--- src/rtl/dpsk_rx_deframer.sv ---
// DBPSK receive deframer: differential decode, sync-word hunt, length byte,
// then payload bytes on a one-entry valid/ready output register.
module dpsk_rx_deframer #(
  parameter logic [15:0] SYNC_WORD = 16'hD391
) (
  input  logic       clk,
  input  logic       r,
  input  logic       sym_valid,
  input  logic       sym_phase,
  output logic [7:0] out_data,
  output logic       out_valid,
  input  logic       out_ready,
  output logic       out_last,
  output logic       locked,
  output logic       ovf,
  output logic       err,
  output logic [1:0] state_dbg
);

  // Output handshake: a byte transfers on every cycle where out_valid && out_ready.
  // out_valid stays high, with out_data/out_last stable, until that cycle.

  typedef enum logic [1:0] {
    HUNT    = 2'd0,
    LEN     = 2'd1,
    PAYLOAD = 2'd2
  } state_t;

  state_t      state, state_next;
  logic        prev_phase;
  logic [15:0] sr;
  logic [7:0]  len;
  logic [7:0]  bcnt;
  logic [7:0]  shreg;
  logic [2:0]  bit_cnt;

  logic        dbit;
  logic [15:0] sr_next;
  logic [7:0]  byte_next;
  logic        sync_hit;
  logic        len_done;
  logic        byte_done;
  logic        byte_last;
  logic        load_out;

  always_comb begin
    dbit      = sym_phase ^ prev_phase;
    sr_next   = {sr[14:0], dbit};
    byte_next = {shreg[6:0], dbit};
    sync_hit  = sym_valid && (state == HUNT) && (sr_next == SYNC_WORD);
    len_done  = sym_valid && (state == LEN) && (bit_cnt == 3'd7);
    byte_done = sym_valid && (state == PAYLOAD) && (bit_cnt == 3'd7);
    byte_last = (bcnt + 8'd1) == len;
    load_out  = !out_valid || out_ready;

    state_next = state;
    case (state)
      HUNT:    if (sync_hit) state_next = LEN;
      LEN:     if (len_done) state_next = (byte_next == 8'd0) ? HUNT : PAYLOAD;
      PAYLOAD: if (byte_done && byte_last) state_next = HUNT;
      default: state_next = HUNT;
    endcase
  end

  always_ff @(posedge clk) begin
    if (r) begin
      state      <= HUNT;
      prev_phase <= 1'b0;
      sr         <= 16'd0;
      len        <= 8'd0;
      bcnt       <= 8'd0;
      shreg      <= 8'd0;
      bit_cnt    <= 3'd0;
      out_data   <= 8'd0;
      out_valid  <= 1'b0;
      out_last   <= 1'b0;
      ovf        <= 1'b0;
      err        <= 1'b0;
    end else begin
      state <= state_next;
      ovf   <= 1'b0;
      err   <= 1'b0;
      if (out_valid && out_ready) out_valid <= 1'b0;

      if (sym_valid) begin
        prev_phase <= sym_phase;
        case (state)
          HUNT: begin
            sr <= sr_next;
            if (sync_hit) bit_cnt <= 3'd0;
          end
          LEN: begin
            shreg   <= byte_next;
            bit_cnt <= bit_cnt + 3'd1;
            if (len_done) begin
              if (byte_next == 8'd0) begin
                err <= 1'b1;
                sr  <= 16'd0;
              end else begin
                len  <= byte_next;
                bcnt <= 8'd0;
              end
            end
          end
          PAYLOAD: begin
            shreg   <= byte_next;
            bit_cnt <= bit_cnt + 3'd1;
            if (byte_done) begin
              bcnt <= bcnt + 8'd1;
              // A full output register with no accept this cycle loses the new byte.
              if (load_out) begin
                out_data  <= byte_next;
                out_last  <= byte_last;
                out_valid <= 1'b1;
              end else begin
                ovf <= 1'b1;
              end
              if (byte_last) sr <= 16'd0;
            end
          end
          default: ;
        endcase
      end
    end
  end

  assign locked    = (state == LEN) || (state == PAYLOAD);
  assign state_dbg = state;

endmodule

--- config.mk ---
export PLATFORM = sky130hd
export DESIGN_NAME = dpsk_rx_deframer
export DESIGN_NICKNAME = d
export VERILOG_FILES = /design/src/rtl/dpsk_rx_deframer.sv
export SDC_FILE = /design/constraint.sdc
export NUM_CORES = 1
export LEC_CHECK = 0
export ABC_AREA = 1
export CAP_MARGIN = 20
export CELL_PAD_IN_SITES_DETAIL_PLACEMENT = 0
export CELL_PAD_IN_SITES_GLOBAL_PLACEMENT = 1
export CORE_AREA = 2 2 99 101
export CTS_BUF_LIST = sky130_fd_sc_hd__clkbuf_4 sky130_fd_sc_hd__clkbuf_8
export CTS_CLUSTER_DIAMETER = 60
export DETAILED_ROUTE_END_ITERATION = 8
export DIE_AREA = 0 0 101 103
export PLACE_DENSITY_LB_ADDON = 0.2
export SETUP_SLACK_MARGIN = 0.15
export SLEW_MARGIN = 20
export SYNTH_ARGS = -nofsm -noshare
export SYNTH_HDL_FRONTEND = slang
export SYNTH_SLANG_ARGS = --single-unit
export TNS_END_PERCENT = 5
--- constraint.sdc ---
create_clock -name clk -period 4.3 [get_ports clk]
set_input_delay 0.86 -clock clk [delete_from_list [all_inputs] [get_ports clk]]
set_output_delay 0.86 -clock clk [all_outputs]
set_load 0.005 [all_outputs]
==> impl_metrics.tcl <==
set metrics [dict create \
    total_die_area_mm2 0.0104 \
    worstMarginPinSlew_ps 646 \
    detail_route.drc_violations 0 \
    critical-path-top-delay-family "simple AND/OR/NAND/NOR gates" \
    grt_most_used_layer "met2" \
    unrepaired_setup_endpoints_after_global_routing "no" \
    p_total_mw 1.37 \
    finished_cell_area_mm2 0.00309 \
    setup-tns-final_ps 0 \
    synth.net_count 400 \
    ctsResizeCount 0 \
    detailroute.via_count 2401 \
    period_share_pct 65.7 \
    globalRouteTotalUtil_pct 14.0 \
    chipWidth_um 101 \
    worst_ep_arrival_time_ps 3090 \
    yosys.cell_types.count 29 \
    reg2reg_setup_slack_ps 1910 \
    cellPowerDensity_mw_per_mm2 444 \
    cp_cell_sequence "clkdlybuf4s50_1 -> xnor2_1 -> a31oi_1 -> nor2_2 -> nand3_4 -> nand2_1 -> nand2_1 -> nor2_1" \
    rr_startpoint "state_dbg[0]" \
    ioPinCount 20 \
    final_layout_size_suffix_gt1_share_pct 6.68 \
    area_delta_synth_final_pct 13.0 \
    postSynthAreaPerCell_um2 7.04 \
    route.final.wire_length_mm 6.73 \
    timing.setup.critical_path_class "input port to flip-flop" \
    worstHoldEndpoint "bit_cnt[1]" \
    crit_path_start "sym_phase" \
    num_antenna_cells 0 \
    post_dr_wirelength_cell_um 13.0 \
    preCtsSetupSlack_ps 1130 \
    avgViaCountPerCell 4.64 \
    grtUsageMet2_pct 24.1 \
    timing.critical_path.mode_cell "sky130_fd_sc_hd__nand2_1" \
    grt_first_pass_wirelength_mm 11.6 \
    final_net_count 415 \
    gr_ovfl_total 0 \
    cts.sink_count 56 \
    grt_antenna_before_repair 0 \
    routed_antenna_nets 0 \
    max-cap-violations 0 \
    required_ps 4560 \
    rr_worst_depth 9 \
    die_height_um 103 \
    post_cts_buffers 0 \
    hpwl_mm 4.86 \
    final_util_pct 32.6 \
    grt_start_max_net_pins 24 \
    min_period_ps 2820 \
    min_from "bit_cnt[1]" \
    timing.final.max_slew_violations 0 \
    timing.critical_path.from_type "input port" \
    fmaxAchievable_mhz 354 \
    initial_utilization_pct 28.9 \
    min_path_cells 2 \
    clockBufferDepth 2 \
    status "complete, no violations" \
    cts.htree.levels 2 \
    path_clk_slew_ps 110 \
    critPathMaxFanout 23 \
    fillerInstances 1061 \
    cts_root_buf "sky130_fd_sc_hd__clkbuf_8" \
    reg2reg_to "out_data[5]" \
    grtUsageMet3_pct 2.31 \
    core_area_mm2 0.00946 \
    detailed_place.area_mm2 0.00299 \
    drt_pass1_iterations 6 \
    grtUsageMet1_pct 18.4 \
    yosysWarningCount 0 \
    path_class_of_the_lowest_slack_min_delay_path "flip-flop to flip-flop" \
    timing.critical_path.slowest_cell_delay_ps 490 \
    cts_hold_repair.buffers 0 \
    layout.area.seq_mm2 0.00112 \
    netlist_area_mm2 0.00273 \
    port_buffers 19 \
    floorplan.rows 36 \
    multi_input_area_mm2 0.00134 \
    timing.hold.ws_ps 477 \
    postSynthCellCount 388 \
    drt_first_iter_violations 64 \
    fin_ws_ps 1480 \
    clock_skew_ps 9.15 \
    worst_slew_margin_rel_pct 56.8 \
    clk-insertion-delay-late_ps 310 \
    cts_tree "done" \
    critical-path-slowest-cell "sky130_fd_sc_hd__xnor2_1" \
    hold_viol 0 \
    ys_seq_area_share_pct 41.0 \
    number_of_global_route_vias_before_repair 2362 \
    end_kind "flip-flop" \
    fin_cells 518 \
    place_inst 510 \
    ir_drop_mv 0.163 \
    power.static_leakage_nw 1.30 \
    finalSetupViolations 0 \
    cts-buffers-inserted 5 \
    crit_buf_inv 1 \
    yosys_register_bits 56 \
    gp_congestion 0.795 \
]
## placed cells by master (no fill, tap or decap), types with 4 or more instances in the layout
cell                              Yosys  final
sky130_fd_sc_hd__a211oi_1             8      8
sky130_fd_sc_hd__a21oi_1             16     16
sky130_fd_sc_hd__a31oi_1              7      7
sky130_fd_sc_hd__clkbuf_8             2      5
sky130_fd_sc_hd__clkdlybuf4s50_1      0     19
sky130_fd_sc_hd__dfxtp_1             56     56
sky130_fd_sc_hd__ha_1                 7      7
sky130_fd_sc_hd__inv_1               49     49
sky130_fd_sc_hd__nand2_1             70     70
sky130_fd_sc_hd__nand2_2              5      5
sky130_fd_sc_hd__nand3_1             20     20
sky130_fd_sc_hd__nand4_1             13     13
sky130_fd_sc_hd__nor2_1              73     73
sky130_fd_sc_hd__nor2_2               4      4
sky130_fd_sc_hd__nor3_1               5      5
sky130_fd_sc_hd__o21ai_0             29     29
## kinds of logic after synthesis
logic type / after synthesis / share of synthesized area, %
and+or+nand+nor: 198 / 32.2
AOI/OAI and AO/OA: 63 / 13.0
buffers and inverters: 62 / 9.89
DFF: 56 / 41.0
adders and majority gates: 7 / 3.21
xor gates and xnor gates: 2 / 0.641
## synthesized netlist by cell type
library cell | instances | area, um^2
sky130_fd_sc_hd__buf_6 | 2 | 22.5
sky130_fd_sc_hd__o21bai_1 | 1 | 7.51
sky130_fd_sc_hd__nand2_1 | 70 | 263
sky130_fd_sc_hd__nand2_4 | 1 | 11.3
sky130_fd_sc_hd__clkbuf_1 | 6 | 22.5
sky130_fd_sc_hd__inv_1 | 49 | 184
sky130_fd_sc_hd__nand3_4 | 1 | 17.5
sky130_fd_sc_hd__nor2_2 | 4 | 25.0
sky130_fd_sc_hd__nand3_1 | 20 | 100
sky130_fd_sc_hd__clkbuf_8 | 2 | 27.5
sky130_fd_sc_hd__dfxtp_1 | 56 | 1120
sky130_fd_sc_hd__nor2_4 | 2 | 22.5
sky130_fd_sc_hd__nand3_2 | 1 | 10.0
sky130_fd_sc_hd__o21ai_2 | 2 | 17.5
sky130_fd_sc_hd__a21oi_1 | 16 | 80.1
sky130_fd_sc_hd__nand3b_1 | 1 | 7.51
sky130_fd_sc_hd__xnor2_1 | 2 | 17.5
sky130_fd_sc_hd__or2_2 | 1 | 6.26
sky130_fd_sc_hd__ha_1 | 7 | 87.6
sky130_fd_sc_hd__nor2_1 | 73 | 274
sky130_fd_sc_hd__o21ai_0 | 29 | 145
sky130_fd_sc_hd__a31oi_1 | 7 | 43.8
sky130_fd_sc_hd__buf_2 | 2 | 10.0
sky130_fd_sc_hd__a211oi_1 | 8 | 60.1
sky130_fd_sc_hd__nand4_1 | 13 | 81.3
sky130_fd_sc_hd__nor4_1 | 1 | 6.26
sky130_fd_sc_hd__nor3_1 | 5 | 25.0
sky130_fd_sc_hd__buf_1 | 1 | 3.75
sky130_fd_sc_hd__nand2_2 | 5 | 31.3
## state kept, by name, summed over array words and instances, names as in the netlist
name / count
bcnt: 8
shreg: 7
out_last: 1
state_dbg: 2
len: 8
ovf: 1
out_data: 8
sr: 15
err: 1
prev_phase: 1
out_valid: 1
bit_cnt: 3
## report_power, final
| group | leakage, nW | switching, mW | internal, mW | total, mW |
|---|---|---|---|---|
| clock | 0.0448 | 0.184 | 0.123 | 0.307 |
| sequential | 0.455 | 0.0573 | 0.589 | 0.647 |
| combinational | 0.796 | 0.272 | 0.145 | 0.416 |
| total | 1.30 | 0.513 | 0.857 | 1.37 |
## layout make-up
| type | count | share of cell area, % |
|---|---|---|
| clock inverter | 2 | 0.527 |
| timing repair buffer | 21 | 6.65 |
| tap | 114 | 4.62 |
| multi-input combinational | 270 | 43.4 |
| inverter | 49 | 5.96 |
| clock buffer | 6 | 2.47 |
| sequential | 56 | 36.3 |
## per-layer routing
layer,part of all wire (%),vias up
met5,0,-
met4,1.4,0
met3,2.2,10
met2,46,23
met1,50,1090
li1,-,1278
## worst max path at each step
stage	to	slack, ps	depth (start not counted)
final	sr[7]	1480	8
after global routing	sr[8]	1260	7
after CTS	locked	1440	3
after detailed placement	sr[7]	1130	8
after global placement	sr[1]	1190	7
after floorplan	sr[0]	2160	7
## worst reg2reg max path, cell delays in order (launching register included)
cell,delay [ps]
sky130_fd_sc_hd__dfxtp_1,360
sky130_fd_sc_hd__inv_1,110
sky130_fd_sc_hd__ha_1,540
sky130_fd_sc_hd__inv_1,120
sky130_fd_sc_hd__nor2_1,130
sky130_fd_sc_hd__inv_1,70
sky130_fd_sc_hd__nor2_1,500
sky130_fd_sc_hd__inv_1,270
sky130_fd_sc_hd__nor2_1,150
sky130_fd_sc_hd__nor2_1,60
No activity file was read; power rests on OpenSTA's default activity.
